<file path="src/rtl/ttl_counter_sync.sv">
// Bank of independent 74161/74163/74169-style counters clocked by emulated TTL strobes.
// Optional build macro TTL_COUNTER_RCO_REG_EN registers RCO, aligned with the new Q value.
module ttl_counter_sync #(
  parameter int unsigned WIDTH     = 4,
  parameter int unsigned BLOCKS    = 1,
  parameter bit          CLR_SYNC  = 1'b0,
  parameter bit          UPDOWN    = 1'b0,
  parameter bit          EDGE_RISE = 1'b1
) (
  input  logic                      Clk,
  input  logic                      RST,
  input  logic [BLOCKS-1:0]         Cen,
  input  logic [BLOCKS-1:0]         CLRn,
  input  logic [BLOCKS-1:0]         LOADn,
  input  logic [BLOCKS-1:0]         ENP,
  input  logic [BLOCKS-1:0]         ENT,
  input  logic [BLOCKS-1:0]         UD,
  input  logic [BLOCKS*WIDTH-1:0]   D,
  output logic [BLOCKS*WIDTH-1:0]   Q,
  output logic [BLOCKS-1:0]         RCO
);

  // Terminal count: all-ones when counting up, zero when counting down.
  function automatic logic is_terminal(input logic [WIDTH-1:0] v, input logic up);
    return up ? (v == {WIDTH{1'b1}}) : (v == {WIDTH{1'b0}});
  endfunction

  for (genvar i = 0; i < BLOCKS; i++) begin : g_cnt
    logic [WIDTH-1:0] cnt_q;
    logic [WIDTH-1:0] cnt_d;
    logic [WIDTH-1:0] d_slice;
    logic             last_cen_q;
    logic             edge_c;
    logic             up_c;
    logic             clr_c;

    assign d_slice = D[i*WIDTH +: WIDTH];

    // Edge detect, direction select and clear/load/count priority.
    always_comb begin
      edge_c = EDGE_RISE ? (!last_cen_q && Cen[i]) : (last_cen_q && !Cen[i]);
      up_c   = !UPDOWN || UD[i];
      clr_c  = !CLRn[i] && (!CLR_SYNC || edge_c);
      cnt_d  = cnt_q;
      if (clr_c) begin
        cnt_d = '0;
      end else if (edge_c && !LOADn[i]) begin
        cnt_d = d_slice;
      end else if (edge_c && ENP[i] && ENT[i]) begin
        cnt_d = up_c ? (cnt_q + WIDTH'(1)) : (cnt_q - WIDTH'(1));
      end
    end

    // last_cen resets to the idle level so a static strobe never looks like an edge.
    always_ff @(posedge Clk or posedge RST) begin
      if (RST) begin
        cnt_q      <= '0;
        last_cen_q <= EDGE_RISE;
      end else begin
        cnt_q      <= cnt_d;
        last_cen_q <= Cen[i];
      end
    end

    assign Q[i*WIDTH +: WIDTH] = cnt_q;

`ifdef TTL_COUNTER_RCO_REG_EN
    logic rco_q;

    always_ff @(posedge Clk or posedge RST) begin
      if (RST) begin
        rco_q <= 1'b0;
      end else begin
        rco_q <= ENT[i] && is_terminal(cnt_d, up_c);
      end
    end

    assign RCO[i] = rco_q;
`else
    // Held low while reset is asserted, even when a down counter sits at zero.
    assign RCO[i] = !RST && ENT[i] && is_terminal(cnt_q, up_c);
`endif
  end

endmodule

</file>
<file path="config.mk">
export PLATFORM = sky130hd
export DESIGN_NAME = ttl_counter_sync
export DESIGN_NICKNAME = d
export VERILOG_FILES = /design/src/rtl/ttl_counter_sync.sv
export SDC_FILE = /design/constraint.sdc
export NUM_CORES = 1
export LEC_CHECK = 0
export CORE_AREA = 2 2 39 41
export DETAILED_ROUTE_END_ITERATION = 8
export DIE_AREA = 0 0 41 43
export DONT_BUFFER_PORTS = 1
export PLACE_DENSITY = 0.52
export SLEW_MARGIN = 20
export SYNTH_ARGS = -nofsm -noshare
export SYNTH_HDL_FRONTEND = slang
export SYNTH_SLANG_ARGS = --single-unit
</file>
<file path="constraint.sdc">
create_clock -name Clk -period 4.1 [get_ports Clk]
set_clock_uncertainty 0.05 [all_clocks]
set_input_delay 0.82 -clock Clk [delete_from_list [all_inputs] [get_ports Clk]]
set_output_delay 0.82 -clock Clk [all_outputs]
set_load 0.05 [all_outputs]
</file>
==> results.txt <==
status: complete, no violations
Peak Freq: 0.3564 GHz
period utilisation layout: 68.44%
design area: 396.6 µm²
clock buffer depth: 2
Max Used Layer: met4
DP HPWL: 659.4 µm
post-CTS setup buffers: 0
Post-CTS Hold Fix Bufs: 0
antenna cells: 0
top_reg_cell synth: dfrtp_1
nets@finish: 56
RD Place Congestion: 0.7099
hold_ws: 0.3219 ns
vias in the first global route: 314
proportion of layout cells with a drive suffix above 1: 16.67%
CP Data Required Time: 3.23 ns
Vias: 305
crit-path max FO: 5
drt drc: 0
fin worst setup slack: 1.294 ns
drt wl/cell: 14.50 µm
Gate power share: 9.7%
Post-Route Setup TNS: 0 ns
Distinct cells, synth: 26
M1 wire length: 368 µm
final setup vio count: 0
Sw Ratio: 27.40%
Syn Inst Count: 38
Total GRT Usage: 11.92%
Horiz. Die Dim: 41 µm
unrepaired setup endpoints after global routing: no
port bufs: 0
number of synthesized flops with an enable pin: 0
GRT overflow: 0
Die ar.: 1763 µm²
Leak: 0.1598 nW
setup slack, reg-to-reg: 2.42 ns
RR Startpoint: Q[2]$_DFFE_PP0P_
Initial DRC Count: 4
Least-Margin Pin Slew: 0.9013 ns
drt total wl: 841 µm
Switching Power: 0.03589 mW
Chip Height: 43 µm
Tot Pwr: 0.1310 mW
DRT Pass-1 Iters: 4
IO Pins: 17
Resize count post-CTS: 0
clock sinks: 5
Slew HR: 39.69%
met2 routed WL: 358 µm
CTS Buf Count: 3
syn nets: 51
Post-Syn Area per Cell: 9.219 µm²
DR vias/cell: 5.259
clock share of power: 44.4%
core area: 1384 µm²
initial antenna violation count: 0
sequential share of power: 46.0%
first-pass GRT wire length: 1331 µm
register bit total from synthesis: 5
H-tree lvl count: 1
final count of pins violating max slew: 0
CP top delay family: flip-flops
post-route ant nets: 0
met3 WL: 95 µm
setup slack at placement: 1.401 ns
most common cell in the synthesized netlist: dfrtp_1
cell area after synthesis: 350.3 µm²
CP Buf/Inv Count: 1
yosys warns: 0
Worst EP arrival: 1.94 ns
Worst-path clk slew: 0.04 ns
CP cell instances: ha_1, inv_1, nor2_1
register area share after synthesis: 36.07%
Max-cap violations: 0
Final Hold Fails: 0
TritonCTS clock tree: done
row cnt: 14
maximum VDD drop: 80.12 µV
min Tclk post-route: 2.806 ns
Placement Cell Area: 370.4 µm²
synthesis-to-layout area growth: 13.21%
share of the synthesized area in the top cell type: 28.57%
pin count of the biggest net entering global routing: 10
Synth area leaders: dfrtp_1 (29%), dfstp_2 (7.5%), a211oi_1 (6.4%)
R2R Path End: Q[3]$_DFFE_PP0P_
worst r2r path cells: 3
Crit path largest cell delay: 0.69 ns
power per cell area: 330.3 nW/µm²
Async SR Flop Fraction: 100.0%
top cells by count, synth: dfrtp_1 (4), a211oi_1 (3), inv_1 (3), nand2_1 (3)
initial cell density of the core: 25.32%
CP startpoint: Q[0]$_DFFE_PP0P_
Slowest-stage cell, CP: dfrtp_1
Root Driver: clkbuf_4
Internal: 0.09512 mW
post-synth top area cell: dfrtp_1
CP Capture Type: output port
Crit Path Class: reg -> out
worst skew pair latency: 0.25 ns
worst hold path type: in -> async
Worst Setup Start Kind: register
## area by class of cell
| cell class | instances | area, µm² |
|---|---|---|
| clock buffers | 4 | 26.28 |
| fillers | 155 | 987.2 |
| inverters | 3 | 11.26 |
| multi-input cells | 30 | 212.7 |
| flip-flops and latches | 5 | 126.4 |
| well taps | 16 | 20.02 |
## state kept, by name, summed over array words and instances (netlist names)
name	count
Q	4
g_cnt.last_cen_q	1
## worst register-to-register path: stages, from the launching register on
cell and delay (ns):
dfrtp_1 0.69, nand3_1 0.17, or4_1 0.50, a31oi_1 0.18
## cells by family (layout without fill, tap and decap cells)
family | after synthesis | count (layout) | synth area share, %
and+or+nand+nor | 15 | 15 | 29.29
AOI/OAI and AO/OA | 13 | 13 | 25.00
DFF | 5 | 5 | 36.07
buffers and inverters | 3 | 7 | 3.214
adders and majority gates | 1 | 1 | 3.571
muxes | 1 | 1 | 2.857
## power groups by stage
stage	logic, mW	clock network, mW	registers (mW)
finish	0.0127	0.0581	0.0602
global route	0.0142	0.0626	0.0606
CTS	0.0127	0.0606	0.0602
detailed placement	0.0125	0	0.0609
global placement	0.0129	0	0.0610
floorplan	0.0107	0	0.0601
## per-stage QoR
stage	instances	utilization (%)
floorplan	38	-
global placement	54	26.76
detailed placement	54	26.76
CTS	58	28.66
global route	58	28.66
finish	58	28.66
## cells in the final DEF (no fill, tap or decap), drive strengths merged, types with 2 or more instances in the layout
cell / instances
dfrtp: 4
a211oi: 3
o21ai: 2
nand3: 2
clkbuf: 4
a21oi: 2
nand2b: 2
nand2: 3
nor2b: 2
inv: 3
## layer usage
layer / up-vias / GRT usage (%)
li1: 152 / -
met1: 133 / 15.74
met2: 18 / 14.69
met3: 2 / 4.188
met4: 0 / 10.00
met5: - / 0
## how the worst max path moves through the flow
stage | to | slack [ns] | cells past startpoint
2_1_floorplan | RCO | 1.49 | 3
3_3_place_gp | RCO | 1.38 | 3
3_5_place_dp | RCO | 1.40 | 3
4_1_cts | RCO | 1.27 | 3
5_1_grt | RCO | 1.17 | 3
6_report | RCO | 1.29 | 3
Note: power is estimated with default switching activity, not from simulation.
